--- config.mk ---
export PLATFORM = sky130hd
export DESIGN_NAME = perf_window_ctrl
export DESIGN_NICKNAME = d
export VERILOG_FILES = /design/src/rtl/perf_pkg.sv /design/src/rtl/seq_divider.sv /design/src/rtl/perf_window_ctrl.sv
export SDC_FILE = /design/constraint.sdc
export NUM_CORES = 1
export LEC_CHECK = 0
export ABC_AREA = 1
export CAP_MARGIN = 30
export CELL_PAD_IN_SITES_DETAIL_PLACEMENT = 1
export CELL_PAD_IN_SITES_GLOBAL_PLACEMENT = 2
export CORE_UTILIZATION = 29
export DETAILED_ROUTE_END_ITERATION = 10
export HOLD_SLACK_MARGIN = 0.12
export PLACE_DENSITY_LB_ADDON = 0.1
export REMOVE_ABC_BUFFERS = 1
export SKIP_CTS_REPAIR_TIMING = 1
export SLEW_MARGIN = 25
export SYNTH_ARGS = -nofsm -noshare
export SYNTH_HDL_FRONTEND = slang
export SYNTH_SLANG_ARGS = --single-unit
--- constraint.sdc ---
create_clock -name clk -period 5.5 [get_ports clk]
set_input_delay 1.1 -clock clk [delete_from_list [all_inputs] [get_ports clk]]
set_output_delay 1.1 -clock clk [all_outputs]
set_load 0.05 [all_outputs]
--- src/rtl/perf_pkg.sv ---
// Shared types and default sizing for the performance-window controller.
package perf_pkg;

  localparam int PERF_CNT_W  = 32;
  localparam int PERF_FRAC_W = 8;

  typedef enum logic [1:0] {
    IDLE   = 2'd0,
    COUNT  = 2'd1,
    DIVIDE = 2'd2,
    DONE   = 2'd3
  } perf_state_e;

endpackage

--- src/rtl/seq_divider.sv ---
// Restoring unsigned divider: one quotient bit per cycle, MSB first.
// The first step happens on the start edge, so DIVIDEND_W edges after start the quotient is final.
module seq_divider #(
  parameter int DIVIDEND_W = 40,
  parameter int DIVISOR_W  = 32
) (
  input  logic                  clk,
  input  logic                  rst,
  input  logic                  start,
  input  logic [DIVIDEND_W-1:0] dividend,
  input  logic [DIVISOR_W-1:0]  divisor,
  output logic                  busy,
  output logic                  done,
  output logic [DIVIDEND_W-1:0] quotient
);

  localparam int CNT_BITS = $clog2(DIVIDEND_W + 1);
  localparam logic [CNT_BITS-1:0] LAST_STEP = CNT_BITS'(DIVIDEND_W - 1);

  logic [DIVISOR_W-1:0]  rem_q, dvs_q;
  logic [DIVIDEND_W-1:0] quo_q;
  logic [CNT_BITS-1:0]   left_q;

  logic [DIVISOR_W-1:0]  rem_in, dvs_in, rem_nxt;
  logic [DIVIDEND_W-1:0] quo_in, quo_nxt;
  logic [DIVISOR_W:0]    shifted, trial;

  // The remainder stays below the divisor, so one extra bit is enough to detect the borrow.
  always_comb begin
    rem_in  = start ? '0       : rem_q;
    quo_in  = start ? dividend : quo_q;
    dvs_in  = start ? divisor  : dvs_q;
    shifted = {rem_in, quo_in[DIVIDEND_W-1]};
    trial   = shifted - {1'b0, dvs_in};
    rem_nxt = trial[DIVISOR_W] ? shifted[DIVISOR_W-1:0] : trial[DIVISOR_W-1:0];
    quo_nxt = {quo_in[DIVIDEND_W-2:0], ~trial[DIVISOR_W]};
  end

  // NOTE: sequential state uses non-blocking assignments so every register samples pre-edge values.
  always_ff @(posedge clk) begin
    if (rst) begin
      rem_q  <= '0;
      dvs_q  <= '0;
      quo_q  <= '0;
      left_q <= '0;
      busy   <= 1'b0;
      done   <= 1'b0;
    end else begin
      done <= 1'b0;
      if (start) begin
        rem_q  <= rem_nxt;
        quo_q  <= quo_nxt;
        dvs_q  <= divisor;
        left_q <= LAST_STEP;
        busy   <= (LAST_STEP != '0);
        done   <= (LAST_STEP == '0);
      end else if (busy) begin
        rem_q  <= rem_nxt;
        quo_q  <= quo_nxt;
        left_q <= left_q - CNT_BITS'(1);
        if (left_q == CNT_BITS'(1)) begin
          busy <= 1'b0;
          done <= 1'b1;
        end
      end
    end
  end

  assign quotient = quo_q;

endmodule

--- src/rtl/perf_window_ctrl.sv ---
// Measurement-window controller: counts cycles/retires between start and stop,
// then produces a saturating fixed-point CPI and offers it on a valid/ready handshake.
module perf_window_ctrl
  import perf_pkg::*;
#(
  parameter int CNT_W  = PERF_CNT_W,
  parameter int FRAC_W = PERF_FRAC_W
) (
  input  logic             clk,
  input  logic             rst,
  input  logic             start_i,
  input  logic             stop_i,
  input  logic             instr_retire_i,
  input  logic             res_ready_i,
  output logic             res_valid_o,
  output logic [CNT_W-1:0] cycles_o,
  output logic [CNT_W-1:0] instrs_o,
  output logic [CNT_W-1:0] cpi_o,
  output logic             div_zero_o,
  output logic             sat_o,
  output logic             busy_o
);

  localparam int Q_W = CNT_W + FRAC_W;

  localparam logic [1:0] ST_IDLE   = 2'(IDLE);
  localparam logic [1:0] ST_COUNT  = 2'(COUNT);
  localparam logic [1:0] ST_DIVIDE = 2'(DIVIDE);
  localparam logic [1:0] ST_DONE   = 2'(DONE);

  logic [1:0]       state_q;
  logic [CNT_W-1:0] cycles_nxt, instrs_nxt;
  logic             cyc_ovf, ins_ovf, div_start, div_busy, div_done, q_ovf;
  logic [Q_W-1:0]   div_quo;

  // Next counter values include the stop cycle itself, so the divider is fed these directly.
  always_comb begin
    cyc_ovf    = &cycles_o;
    ins_ovf    = instr_retire_i & (&instrs_o);
    cycles_nxt = cyc_ovf ? cycles_o : cycles_o + CNT_W'(1);
    instrs_nxt = (instr_retire_i & ~ins_ovf) ? instrs_o + CNT_W'(1) : instrs_o;
    div_start  = (state_q == ST_COUNT) & stop_i & (instrs_nxt != '0);
    q_ovf      = |div_quo[Q_W-1:CNT_W];
  end

  seq_divider #(
    .DIVIDEND_W(Q_W),
    .DIVISOR_W (CNT_W)
  ) u_div (
    .clk     (clk),
    .rst     (rst),
    .start   (div_start),
    .dividend({cycles_nxt, {FRAC_W{1'b0}}}),
    .divisor (instrs_nxt),
    .busy    (div_busy),
    .done    (div_done),
    .quotient(div_quo)
  );

  always_ff @(posedge clk) begin
    if (rst) begin
      state_q     <= ST_IDLE;
      cycles_o    <= '0;
      instrs_o    <= '0;
      cpi_o       <= '0;
      div_zero_o  <= 1'b0;
      sat_o       <= 1'b0;
      res_valid_o <= 1'b0;
    end else begin
      case (state_q)
        ST_IDLE: begin
          if (start_i) begin
            cycles_o   <= '0;
            instrs_o   <= '0;
            cpi_o      <= '0;
            div_zero_o <= 1'b0;
            sat_o      <= 1'b0;
            state_q    <= ST_COUNT;
          end
        end
        ST_COUNT: begin
          cycles_o <= cycles_nxt;
          instrs_o <= instrs_nxt;
          sat_o    <= sat_o | cyc_ovf | ins_ovf;
          if (stop_i) begin
            if (instrs_nxt == '0) begin
              div_zero_o  <= 1'b1;
              cpi_o       <= '1;
              res_valid_o <= 1'b1;
              state_q     <= ST_DONE;
            end else begin
              state_q <= ST_DIVIDE;
            end
          end
        end
        ST_DIVIDE: begin
          if (div_done & ~div_busy) begin
            cpi_o       <= q_ovf ? '1 : div_quo[CNT_W-1:0];
            sat_o       <= sat_o | q_ovf;
            res_valid_o <= 1'b1;
            state_q     <= ST_DONE;
          end
        end
        ST_DONE: begin
          if (res_ready_i) begin
            res_valid_o <= 1'b0;
            state_q     <= ST_IDLE;
          end
        end
        default: state_q <= ST_IDLE;
      endcase
    end
  end

  assign busy_o = (state_q != ST_IDLE);

endmodule

==> reports/metrics.yaml <==
placed_design:
  gp_congestion: 0.881
  dpl.hpwl_mm: 39.2
  pre_cts_ws_ns: -0.756
  placed_cell_area_um2: 16800
  io_buffers: 105
sta:
  final_max_slew_viol_count: 0
  worst_slew_pin_slew_ns: 0.804
  finalHoldViolations: 0
  fmax_mhz: 198
  final-setup-viol-count: 0
  post-route-period-util_pct: 91.9
  timing.final.ws_setup_ns: 0.446
  slew_headroom_pct: 46.4
  skew_ns: 0.0292
  fin_setup_tns_ns: 0
  fin_crit_ns: 5.05
clocking:
  cts_tree: "built"
  cts_made_buffers: 28
  clkLatencyLatePin_ns: 0.59
  clock_sinks: 213
  cts-root-buf: "clkbuf_16"
  htreeDepth: 1
  cts_buffer_depth: 3
  clk_pin_slew_worst_paths_ns: 0.06
run_status:
  status: "completed"
pwr:
  finalPower_mw: 11.2
  vdd_drop_max_uv: 424
  p_leak_nw: 7.93
  power.density_nw_per_um2: 629
final_layout:
  areaGrowthSynthToFinish_pct: 35.6
  drive_gt1_share_pct: 16.9
  fill_cells: 5761
  n_antenna_cell: 0
  multi_input_area_um2: 7700
  postLayoutCellArea_um2: 17800
  seq_area_um2: 4270
  fin_util_pct: 40.1
  nets: 2493
synthesis:
  synth-async-reset-ratio_pct: 0
  synth_cell_types: 47
  yosys_warnings: 0
  synth_area_per_cell_um2: 6.25
  synth_seq_area_share_pct: 32.4
  ys.flop_type: "dfxtp_1"
  synth_cells: 2105
  synth_seq_cells: 213
  syn_area_um2: 13200
  synth_edf_count: 0
worst_setup_path:
  cpMaxStageDelayCell: "ha_1"
  max_stage_delay_ns: 0.32
  crit_buf_inv: 10
  cpLargestDelayFamily: "simple AND/OR/NAND/NOR gates"
  crit_arrival_ns: 5.51
  worst_setup_path_start_kind: "primary input"
  critPathMaxFanout: 51
  cp-end-kind: "flop"
  worst-endpoint-required_ns: 5.96
  critPathKind: "in2reg"
  cpMostUsedCell: "nand2_2"
floorplanning:
  die_w_um: 215
  rows: 77
  coreArea_um2: 44500
  dieArea_um2: 46200
  io_pins: 106
  start_util_pct: 29.6
  dieHeight_um: 215
routing:
  firstDrtPassIters: 4
  drt_wl_total_mm: 51.8
  post_drt_via_cell_ratio: 4.79
  post_drt_wl_per_cell_um: 16.9
  vias: 14646
  drt_iter0_drc: 602
  drc: 0
  antenna_left: 0
grt:
  grt_max_degree: 63
  grt_pass1_wl_mm: 82.5
  antenna_found_initial: 0
  grt_pass1_vias: 15121
  grt.overflow.total: 0
  grtUsageTotal_pct: 22.2
job:
  cap_violations: 0
hold_path:
  hold_class: "reg2reg"
-- through the flow --
step / instances / hold slack, ns
floorplan: 2014 / 0.439
global placement: 3000 / 0.448
detailed placement: 3001 / 0.453
CTS: 3053 / 0.463
global route: 3059 / 0.480
finish: 3059 / 0.460
-- cell usage in the layout (no fill, tap or decap), drive strengths merged, types with 2 or more instances in the layout --
master         instances
a22oi                  2
o22ai                  3
nand2                704
xor2                  39
a31oi                 22
nor2                 221
inv                  224
o21ai                119
clkinvlp               3
a21o                   2
nand4                 22
nand3                127
ha                    41
clkdlybuf4s50        103
a211oi                 3
o21a                   7
o211ai                 8
clkbuf                40
or2                    4
nor4                   6
xnor2                 11
nor3                  28
o221ai                 5
dfxtp                213
nand3b                 9
o21bai                13
clkinv                11
a2bb2oi                4
a21oi                166
buf                  297
-- report_power, final --
group	leakage [nW]	total [mW]	switching [mW]	internal, mW
clock	0.455	1.85	0.768	1.08
combinational	5.75	7.49	4.51	2.98
sequential	1.73	1.88	0.114	1.76
-- area by class of cell --
cell class              count  area share (%)
clock buffers              40            4.57
clock inverters            12           0.680
inverters                 227            4.78
multi-input cells        1574            43.2
flip-flops and latches    213            24.0
well taps                 592            4.15
repair buffers            401            18.7
-- flip-flops by register name, indices dropped and copies added (netlist names) --
register / flops
instrs_o: 32
cpi_o: 32
state_q: 2
u_div.rem_q: 32
sat_o: 1
cycles_o: 32
u_div.busy: 1
u_div.left_q: 6
u_div.dvs_q: 32
u_div.quotient: 40
div_zero_o: 1
res_valid_o: 1
u_div.done: 1
-- tightest hold or removal path: cells and delay by family, from the launching register on --
kind,cells,cell delay [ns]
simple gates,1,0.06
flops,1,0.31
compound gates,1,0.05
-- logic make-up (layout without fill, tap and decap cells) --
| logic type | count (synthesis) | in the layout | synth area share [%] |
|---|---|---|---|
| AND/OR/NAND/NOR | 1123 | 1123 | 35.6 |
| AO/OA/AOI/OAI | 358 | 358 | 15.0 |
| buffers and inverters | 318 | 680 | 9.59 |
| flip-flops | 213 | 213 | 32.4 |
| XOR/XNOR | 50 | 50 | 3.33 |
| adder cells (fa/ha/maj) | 42 | 42 | 4.05 |
| multiplexers | 1 | 1 | 0.0761 |
-- cell usage after synthesis, drive strengths merged (2+ instances only) --
library cell  instances  area share (%)
a31oi                22             1.0
clkinv                2           0.057
xor2                 39             2.6
a21oi               166             6.3
dfxtp               213              32
o21a                  7            0.40
a22oi                 2            0.11
nand3b                9            0.51
nand2               704              21
clkbuf               73             2.1
nor3                 28             1.1
inv                 225             6.4
o21bai               13            0.74
a2bb2oi               4            0.27
o21ai               119             4.6
nor4                  6            0.29
a211oi                3            0.17
o221ai                5            0.33
xnor2                11            0.73
o22ai                 3            0.14
or2                   4            0.19
buf                  18             1.0
a21o                  2            0.11
ha                   41             3.9
nor2                221             6.5
nand4                22             1.0
nand3               127             5.3
o211ai                8            0.46
-- layer usage --
layer	vias to the layer above	GRT usage (%)	wire, um
met1	6967	27.7	23700
met5	-	0	0
met4	0	6.17	1430
met3	69	2.25	1260
met2	177	40.3	25400
li1	7433	-	-
-- path summary, 6_finish.rpt --
kind	slack, ns	endpoint	depth (start not counted)	from
worst min register to register	0.46	cpi_o[26]	2	cpi_o[26]
worst max register to register	0.48	u_div.rem_q[15]	38	cycles_o[0]
worst min-delay path	0.46	cpi_o[26]	2	cpi_o[26]
worst max-delay path	0.45	u_div.rem_q[0]	34	instr_retire_i
Note: power is estimated with default switching activity, not from simulation.
